**config.mk**
```make
export PLATFORM = sky130hd
export DESIGN_NAME = multiplicador_secuencial_flat
export DESIGN_NICKNAME = d
export VERILOG_FILES = /design/src/rtl/multiplicador_secuencial_if.sv /design/src/rtl/multiplicador_secuencial.sv /design/src/flat_wrapper.sv
export SDC_FILE = /design/constraint.sdc
export NUM_CORES = 1
export LEC_CHECK = 0
export ABC_AREA = 1
export CORE_MARGIN = 2
export CORE_UTILIZATION = 50
export DETAILED_ROUTE_END_ITERATION = 16
export DONT_BUFFER_PORTS = 1
export HOLD_SLACK_MARGIN = 0.15
export PLACE_DENSITY = 0.72
export RECOVER_POWER = 25
export SLEW_MARGIN = 20
export SYNTH_ARGS = -nofsm -noshare
export SYNTH_HDL_FRONTEND = slang
export SYNTH_SLANG_ARGS = --single-unit
```
**constraint.sdc**
```tcl
create_clock -name clk -period 3.35 [get_ports clk]
set_input_delay 0.67 -clock clk [delete_from_list [all_inputs] [get_ports clk]]
set_output_delay 0.67 -clock clk [all_outputs]
set_load 0.02 [all_outputs]
```
**src/rtl/multiplicador_secuencial_if.sv**
```systemverilog
// multiplicador_secuencial_if: start/operand/result bundle of the sequential signed multiplier
//   start    request, sampled only while the multiplier is idle
//   A, B     N-bit two's-complement operands, sampled with start
//   Producto 2N-bit signed product, held between operations
//   busy     operation in progress
//   done     one-cycle pulse when Producto shows a new result
interface multiplicador_secuencial_if #(parameter int N = 25);
    logic           start;
    logic [N-1:0]   A;
    logic [N-1:0]   B;
    logic [2*N-1:0] Producto;
    logic           busy;
    logic           done;
    modport master (output start, A, B, input Producto, busy, done);
    modport slave  (input start, A, B, output Producto, busy, done);
endinterface

```
**src/rtl/multiplicador_secuencial.sv**
```systemverilog
// multiplicador_secuencial: radix-2 shift-add signed multiplier, N+1 cycles from start to result
//   clk    rising-edge clock
//   reset  synchronous active-high reset, aborts any operation without a done pulse
//   bus    slave side of multiplicador_secuencial_if (start, A, B in; Producto, busy, done out)
module multiplicador_secuencial #(parameter int N = 25) (
    input logic                       clk,
    input logic                       reset,
    multiplicador_secuencial_if.slave bus
);
    localparam int CW = $clog2(N + 1);
    typedef enum logic [1:0] {IDLE, CALC, FIN} state_t;
    state_t         state;
    logic           sign;
    logic [2*N-1:0] mcand;
    logic [2*N-1:0] partial;
    logic [N-1:0]   mplier;
    logic [CW-1:0]  cnt;
    logic [N-1:0]   mag_a;
    logic [N-1:0]   mag_b;
    // Magnitudes as N-bit unsigned: negating -2^(N-1) wraps to 2^(N-1), which is the correct magnitude
    assign mag_a = bus.A[N-1] ? -bus.A : bus.A;
    assign mag_b = bus.B[N-1] ? -bus.B : bus.B;
    always_ff @(posedge clk) begin
        if (reset) begin
            state        <= IDLE;
            bus.Producto <= '0;
            bus.busy     <= 1'b0;
            bus.done     <= 1'b0;
            sign         <= 1'b0;
            mcand        <= '0;
            mplier       <= '0;
            partial      <= '0;
            cnt          <= '0;
        end else begin
            bus.done <= 1'b0;
            case (state)
                IDLE: if (bus.start) begin
                    sign     <= bus.A[N-1] ^ bus.B[N-1];
                    mcand    <= {{N{1'b0}}, mag_a};
                    mplier   <= mag_b;
                    partial  <= '0;
                    cnt      <= '0;
                    bus.busy <= 1'b1;
                    state    <= CALC;
                end
                CALC: begin
                    partial <= mplier[0] ? partial + mcand : partial;
                    mplier  <= mplier >> 1;
                    mcand   <= mcand << 1;
                    cnt     <= cnt + 1'b1;
                    if (cnt == CW'(N - 1)) state <= FIN;
                end
                FIN: begin
                    // -0 == 0, so a zero product needs no special handling
                    bus.Producto <= sign ? -partial : partial;
                    bus.done     <= 1'b1;
                    bus.busy     <= 1'b0;
                    state        <= IDLE;
                end
                default: state <= IDLE;
            endcase
        end
    end
endmodule

```
**src/flat_wrapper.sv**
```systemverilog
// flat-port wrapper written by rule: the top's interface ports become plain ports
module multiplicador_secuencial_flat 
#(parameter int N = 25)
  (clk, reset, bus_start, bus_A, bus_B, bus_Producto, bus_busy, bus_done);
  multiplicador_secuencial_if #(.N(N)) bus_i ();
  input logic clk;
  input logic reset;
  input wire logic [$bits(bus_i.start)-1:0] bus_start;
  input wire logic [$bits(bus_i.A)-1:0] bus_A;
  input wire logic [$bits(bus_i.B)-1:0] bus_B;
  output wire logic [$bits(bus_i.Producto)-1:0] bus_Producto;
  output wire logic [$bits(bus_i.busy)-1:0] bus_busy;
  output wire logic [$bits(bus_i.done)-1:0] bus_done;
  assign bus_i.start = bus_start;
  assign bus_i.A = bus_A;
  assign bus_i.B = bus_B;
  assign bus_Producto = bus_i.Producto;
  assign bus_busy = bus_i.busy;
  assign bus_done = bus_i.done;
  multiplicador_secuencial #(.N(N)) u_core (.clk(clk), .reset(reset), .bus(bus_i));
endmodule
```
==> results.toml, run 1 <==
[finish]
fillers = 2676
drive_gt1_frac = 0.0529
final_cell_mix = "nand2_1, inv_1, nor2_1"
instances_no_fill = 2545
diodes = 0
multiInputGateArea_sq_mm = 0.00828
area_growth_pct = 6.62
final_common_cell = "nand2_1"
register_area_sq_mm = 0.00370
nets = 2305

[synth]
synthDistinctLibCells = 47
synthMuxAreaShare = 0
syn_inst = 2231
syn_nets = 2339
avgSynthCellArea_sq_um = 6.00
synth_compound_area_frac = 0.171
synth_fa_ha_area_frac = 0.0520
syn_area_sq_mm = 0.0134
synth_top_family_by_area = "simple AND/OR/NAND/NOR gates"
synth-simple-area-share = 0.382
yosysWarnings = 0
ys_seq_elements = 185
yosys.area_share.xor_xnor = 0.0118
synth_edf_count = 0
yosysSeqAreaShare = 0.277
ys.flop_type = "dfxtp_1"
async_flop_share = 0

[place]
dp_cells = 2513
dp_hpwl_um = 33200
portBuffers = 0
gp_congestion = 0.949

[die]
die_h_um = 168
core_sq_mm = 0.0261
die_x_um = 168
rows = 59
start_util = 0.512
ios = 105
dieArea_sq_mm = 0.0281

[clocking]
clk_pin_slew_ns = 0.09
clock_path_buffers = 2
htreeDepth = 4
cts_tree = "done"
clk_latency_ns = 0.45
cts_made_buffers = 17
cts_root_buffer = "clkbuf_16"
post_cts_resized = 0
hold_buffers = 0
post_cts_buffers = 0
clkSinkCount = 185

[sta]
slew_headroom = 0.137
worst_slew_pin_slew_ns = 1.29
slew_violations = 0
rsz0062_at_grt = "false"
min_period_over_period = 0.814
setup_viol = 0
fin_setup_tns_ns = 0
final_hold_viol_count = 0
max_freq_mhz = 367
whs_ns = 0.284
fin_worst_skew_ns = 0.0175
post-route-min-period_ns = 2.73

[power]
p_clk_frac = 0.421
internal_power_w = 0.00351
p_sw_w = 0.00165
p_sw_frac = 0.320
seqPwrFrac = 0.451
p_per_area_mw_per_mm2 = 362
pwr-share-comb = 0.128
total_leakage_power_nw = 6.82
ir_worst_vdd_mv = 0.355

[route]
first_iter_violations = 1153
wl_per_cell_um = 16.8
drt_first_pass_iters = 6
viasPerCell = 5.54
antenna_left = 0
drt_wl_total_um = 42900
drcViolationCount = 0
num_vias = 14100

[worst_setup_path]
startpoint_type = "flip-flop"
end_kind = "flip-flop"
arrival_ns = 3.06
crit_required_ns = 3.69
path_class = "reg -> reg"
path_max_fanout = 30

[global_routing]
grt_pass1_wl_um = 67600
grt_max_degree = 125
grt_pass1_vias = 13000
antenna_found_initial = 0
gr-total-overflow = 0
grt_usage = 0.302

[outcome]
status = "finished, final reports clean"

[job]
drv_cap = 0

[hold_path]
hp-class = "in -> reg"
## cell families (layout without fill, tap and decap cells)
logic type | count (synthesis) | after routing
buf+inv | 370 | 349
flops | 185 | 185
compound gates | 401 | 401
simple gates | 1202 | 1202
fa+ha+maj | 55 | 55
xor+xnor | 18 | 18
## synth_stat cells (14+ instances only)
cell type	n	area share
nor2_1	244	0.068
clkbuf_1	44	0.012
or2_2	14	0.0065
nand3_1	148	0.055
o21ai_0	111	0.042
a21oi_1	165	0.062
dfxtp_1	185	0.28
inv_1	292	0.082
a22oi_1	54	0.030
ha_1	54	0.051
nand2_1	674	0.19
nand4_1	27	0.013
xor2_1	15	0.0098
nor3_1	26	0.0097
buf_2	19	0.0071
## layer usage
metal	track usage	vias to the layer above	routed length [um]
li1	-	7166	-
met1	0.379	6314	18000
met2	0.515	514	20000
met3	0.0376	115	2610
met4	0.147	0	2250
met5	0	-	0
## flip-flops by register name (all words and copies together) (netlist names)
name,count
u_core.sign,1
u_core.bus.done,1
u_core.cnt,5
u_core.mcand,50
u_core.state,2
u_core.partial,50
u_core.bus.busy,1
u_core.bus.Producto,50
u_core.mplier,25
## cell type report
cell class,count,share of cell area
multi-input cells,1676,0.580
flip-flops and latches,185,0.260
inverters,305,0.0803
clock buffers,17,0.0298
well taps,335,0.0294
clock inverters,15,0.0146
repair buffers,12,0.00579
## critical path: stages, from the launching register on
cell and delay, ns:
dfxtp_1 0.31, inv_1 0.11, nand2_1 0.08, nor2_2 0.14, clkbuf_1 0.87, nor2_4 0.22, buf_4 0.32, buf_4 0.29
a22oi_1 0.19, nor2_1 0.06
## per-stage QoR
step	power (W)	setup slack [ns]	cell area (sq um)	util
after floorplan	0.00289	1.41	13400	-
after global routing	0.00535	0.392	14300	0.546
after detailed placement	0.00303	0.892	13600	0.522
after CTS	0.00517	0.936	14300	0.546
after global placement	0.00302	0.937	13600	0.522
final	0.00516	0.622	14300	0.546
## power by group through the flow
| stage | logic [W] | registers, W | clock network [W] |
|---|---|---|---|
| after floorplan | 0.000537 | 0.00235 | 0 |
| after global placement | 0.000645 | 0.00238 | 0 |
| after detailed placement | 0.000655 | 0.00238 | 0 |
| after CTS | 0.000657 | 0.00233 | 0.00219 |
| after global routing | 0.000739 | 0.00234 | 0.00227 |
| final | 0.000661 | 0.00233 | 0.00217 |
## worst paths after layout
| check | slack (ns) | startpoint | to | cells past startpoint |
|---|---|---|---|---|
| setup reg to reg | 0.62 | u_core.state[0]$_SDFFE_PP0P_ | u_core.mcand[44]$_SDFFE_PP0P_ | 9 |
| setup / recovery | 0.62 | u_core.state[0]$_SDFFE_PP0P_ | u_core.mcand[44]$_SDFFE_PP0P_ | 9 |
| hold reg to reg | 0.47 | u_core.mplier[24]$_SDFFE_PP0P_ | u_core.mplier[24]$_SDFFE_PP0P_ | 2 |
| hold / removal | 0.28 | reset | u_core.mplier[24]$_SDFFE_PP0P_ | 1 |
(Power assumes the default switching activity.)
==> run 2: changes to the inputs <==
--- a/config.mk
+++ b/config.mk
@@ -11,7 +11,7 @@
 export DETAILED_ROUTE_END_ITERATION = 16
 export DONT_BUFFER_PORTS = 1
 export HOLD_SLACK_MARGIN = 0.15
-export PLACE_DENSITY = 0.72
+export PLACE_DENSITY = 0.75
 export RECOVER_POWER = 25
 export SLEW_MARGIN = 20
 export SYNTH_ARGS = -nofsm -noshare
==> constraint.sdc (replaced) <==
create_clock -name clk -period 2.5 [get_ports clk]
set_input_delay 0.5 -clock clk [delete_from_list [all_inputs] [get_ports clk]]
set_output_delay 0.5 -clock clk [all_outputs]
set_load 0.02 [all_outputs]
==> run 2 against run 1 <==
  * First-iteration DRC count up 5.0%
  * Clock skew up 0.0011 ns
  * Non-clock buffer count grew 38
  * Utilization grew 1.3 points
  * Fmax rose by 19%
  * Critical path depth rose by 4
  * Setup slack worse by 0.41 ns
  * Combinational power up 46%
  * Largest cell class unchanged
  * Highest routed layer unchanged
==> results.toml, run 2 (synthesis gave the netlist of run 1 again) <==
[route]
antenna_left = 0
first_iter_violations = 1211
viasPerCell = 5.56
num_vias = 14400
drt_wl_total_um = 43700
wl_per_cell_um = 16.9
drt_first_pass_iters = 8
drcViolationCount = 0

[power]
p_per_area_mw_per_mm2 = 479
total_leakage_power_nw = 7.04
ir_worst_vdd_mv = 0.397

[die]
die_h_um = 168
rows = 59
core_sq_mm = 0.0261
dieArea_sq_mm = 0.0281
start_util = 0.512
die_x_um = 168
ios = 105

[global_routing]
grt_pass1_vias = 13500
grt_usage = 0.313
antenna_found_initial = 0
grt_pass1_wl_um = 70000
gr-total-overflow = 0
grt_max_degree = 57

[place]
gp_congestion = 1.05
portBuffers = 0
dp_hpwl_um = 33700

[sta]
final_hold_viol_count = 0
slew_headroom = 0.195
min_period_over_period = 0.917
worst_slew_pin_slew_ns = 1.21
max_freq_mhz = 436
fin_worst_skew_ns = 0.0187
setup_viol = 0
slew_violations = 0
fin_setup_tns_ns = 0
whs_ns = 0.165
post-route-min-period_ns = 2.29

[finish]
nets = 2343
final_cell_mix = "nand2_1, inv_1, nor2_1"
drive_gt1_frac = 0.0698
fin_util = 0.559
reg.largest.list = "u_core.bus.Producto x50, u_core.mcand x50, u_core.partial x50"
diodes = 0
final_common_cell = "nand2_1"
area_growth_pct = 9.16

[worst_setup_path]
r2r_cells = 13
rr_startpoint = "u_core.partial[0]$_SDFFE_PP0P_"
path_class = "reg -> reg"
reg2reg_to = "u_core.partial[48]$_SDFFE_PP0P_"
end_kind = "flip-flop"
arrival_ns = 2.62
startpoint_type = "flip-flop"
path_max_fanout = 5
ff2ff_setup_slack_ns = 0.21
crit_required_ns = 2.83

[clocking]
clkSinkCount = 185
clock_path_buffers = 2
clk_pin_slew_ns = 0.08
cts_made_buffers = 17
clk_latency_ns = 0.46
cts_tree = "done"
cts_root_buffer = "clkbuf_16"
post_cts_buffers = 0
htreeDepth = 4

[outcome]
status = "finished, final reports clean"

[hold_path]
hold_end = "u_core.mcand[6]$_SDFFE_PP0P_"
hp-start = "reset"
hp-class = "in -> reg"
holdPathStages = 1

[job]
drv_cap = 0
[run 2: changes by cell type in the layout (fill, tap and decap cells not counted), moves of 2 or more]
cell           delta
buf_12            +2
buf_4            +33
clkinv_8          -2
dlygate4sd3_1     +2
inv_6             +2
nand3_1           -2
nand3_2           +2
[run 2: layout make-up]
type                       instances  area, sq um
clock buffer                      17          425
clock inverter                    15          198
fill                            2689        11500
inverter                         305         1140
multi-input combinational       1676         8290
sequential                       185         3710
tap                              335          419
timing repair buffer              50          418
[run 2: critical path: stages (launching register included)]
cell and delay (ns):
dfxtp_1 0.37, ha_1 0.23, inv_1 0.08, fa_1 0.39, nor2_1 0.15, o21ai_0 0.09, nand2_1 0.18, nand2_1 0.12
nand2_1 0.17, nand2_1 0.10, nand3_1 0.09, nand2_1 0.05, nand3_1 0.07, a21oi_1 0.06
[run 2: where the power goes]
part           internal [W]  switching [W]
Sequential          0.00303      0.0000845
Combinational      0.000305       0.000661
Clock               0.00140        0.00152
[run 2: what timing repair did]
item                                    4_1_cts  5_1_grt
hold buffers                                  4        0
hold endpoints to repair                     56        0
endpoints found under the setup margin        0        8
resized for setup                             0        5
[run 2: per-stage QoR]
stage	cells	cell area, sq um	setup WS (ns)	power [W]
floorplan	2231	13400	0.638	0.00387
global placement	2547	13900	0.139	0.00407
detailed placement	2547	13900	0.177	0.00409
CTS	2583	14600	0.153	0.00702
global route	2583	14600	-0.0207	0.00726
finish	2583	14600	0.207	0.00700
[run 2: worst max-delay path by stage]
stage	to	cells after the start	from
6_report	u_core.partial[48]$_SDFFE_PP0P_	13	u_core.partial[0]$_SDFFE_PP0P_
5_1_grt	u_core.partial[33]$_SDFFE_PP0P_	14	u_core.partial[7]$_SDFFE_PP0P_
4_1_cts	u_core.partial[33]$_SDFFE_PP0P_	14	u_core.partial[8]$_SDFFE_PP0P_
3_5_place_dp	u_core.partial[33]$_SDFFE_PP0P_	14	u_core.partial[8]$_SDFFE_PP0P_
3_3_place_gp	u_core.partial[33]$_SDFFE_PP0P_	14	u_core.partial[8]$_SDFFE_PP0P_
2_1_floorplan	u_core.partial[34]$_SDFFE_PP0P_	15	u_core.partial[0]$_SDFFE_PP0P_
[run 2: routing by layer]
layer / track usage / wire length [um]
met5: 0 / 0
met4: 0.151 / 2190
met3: 0.0468 / 2560
met2: 0.537 / 20400
met1: 0.384 / 18500
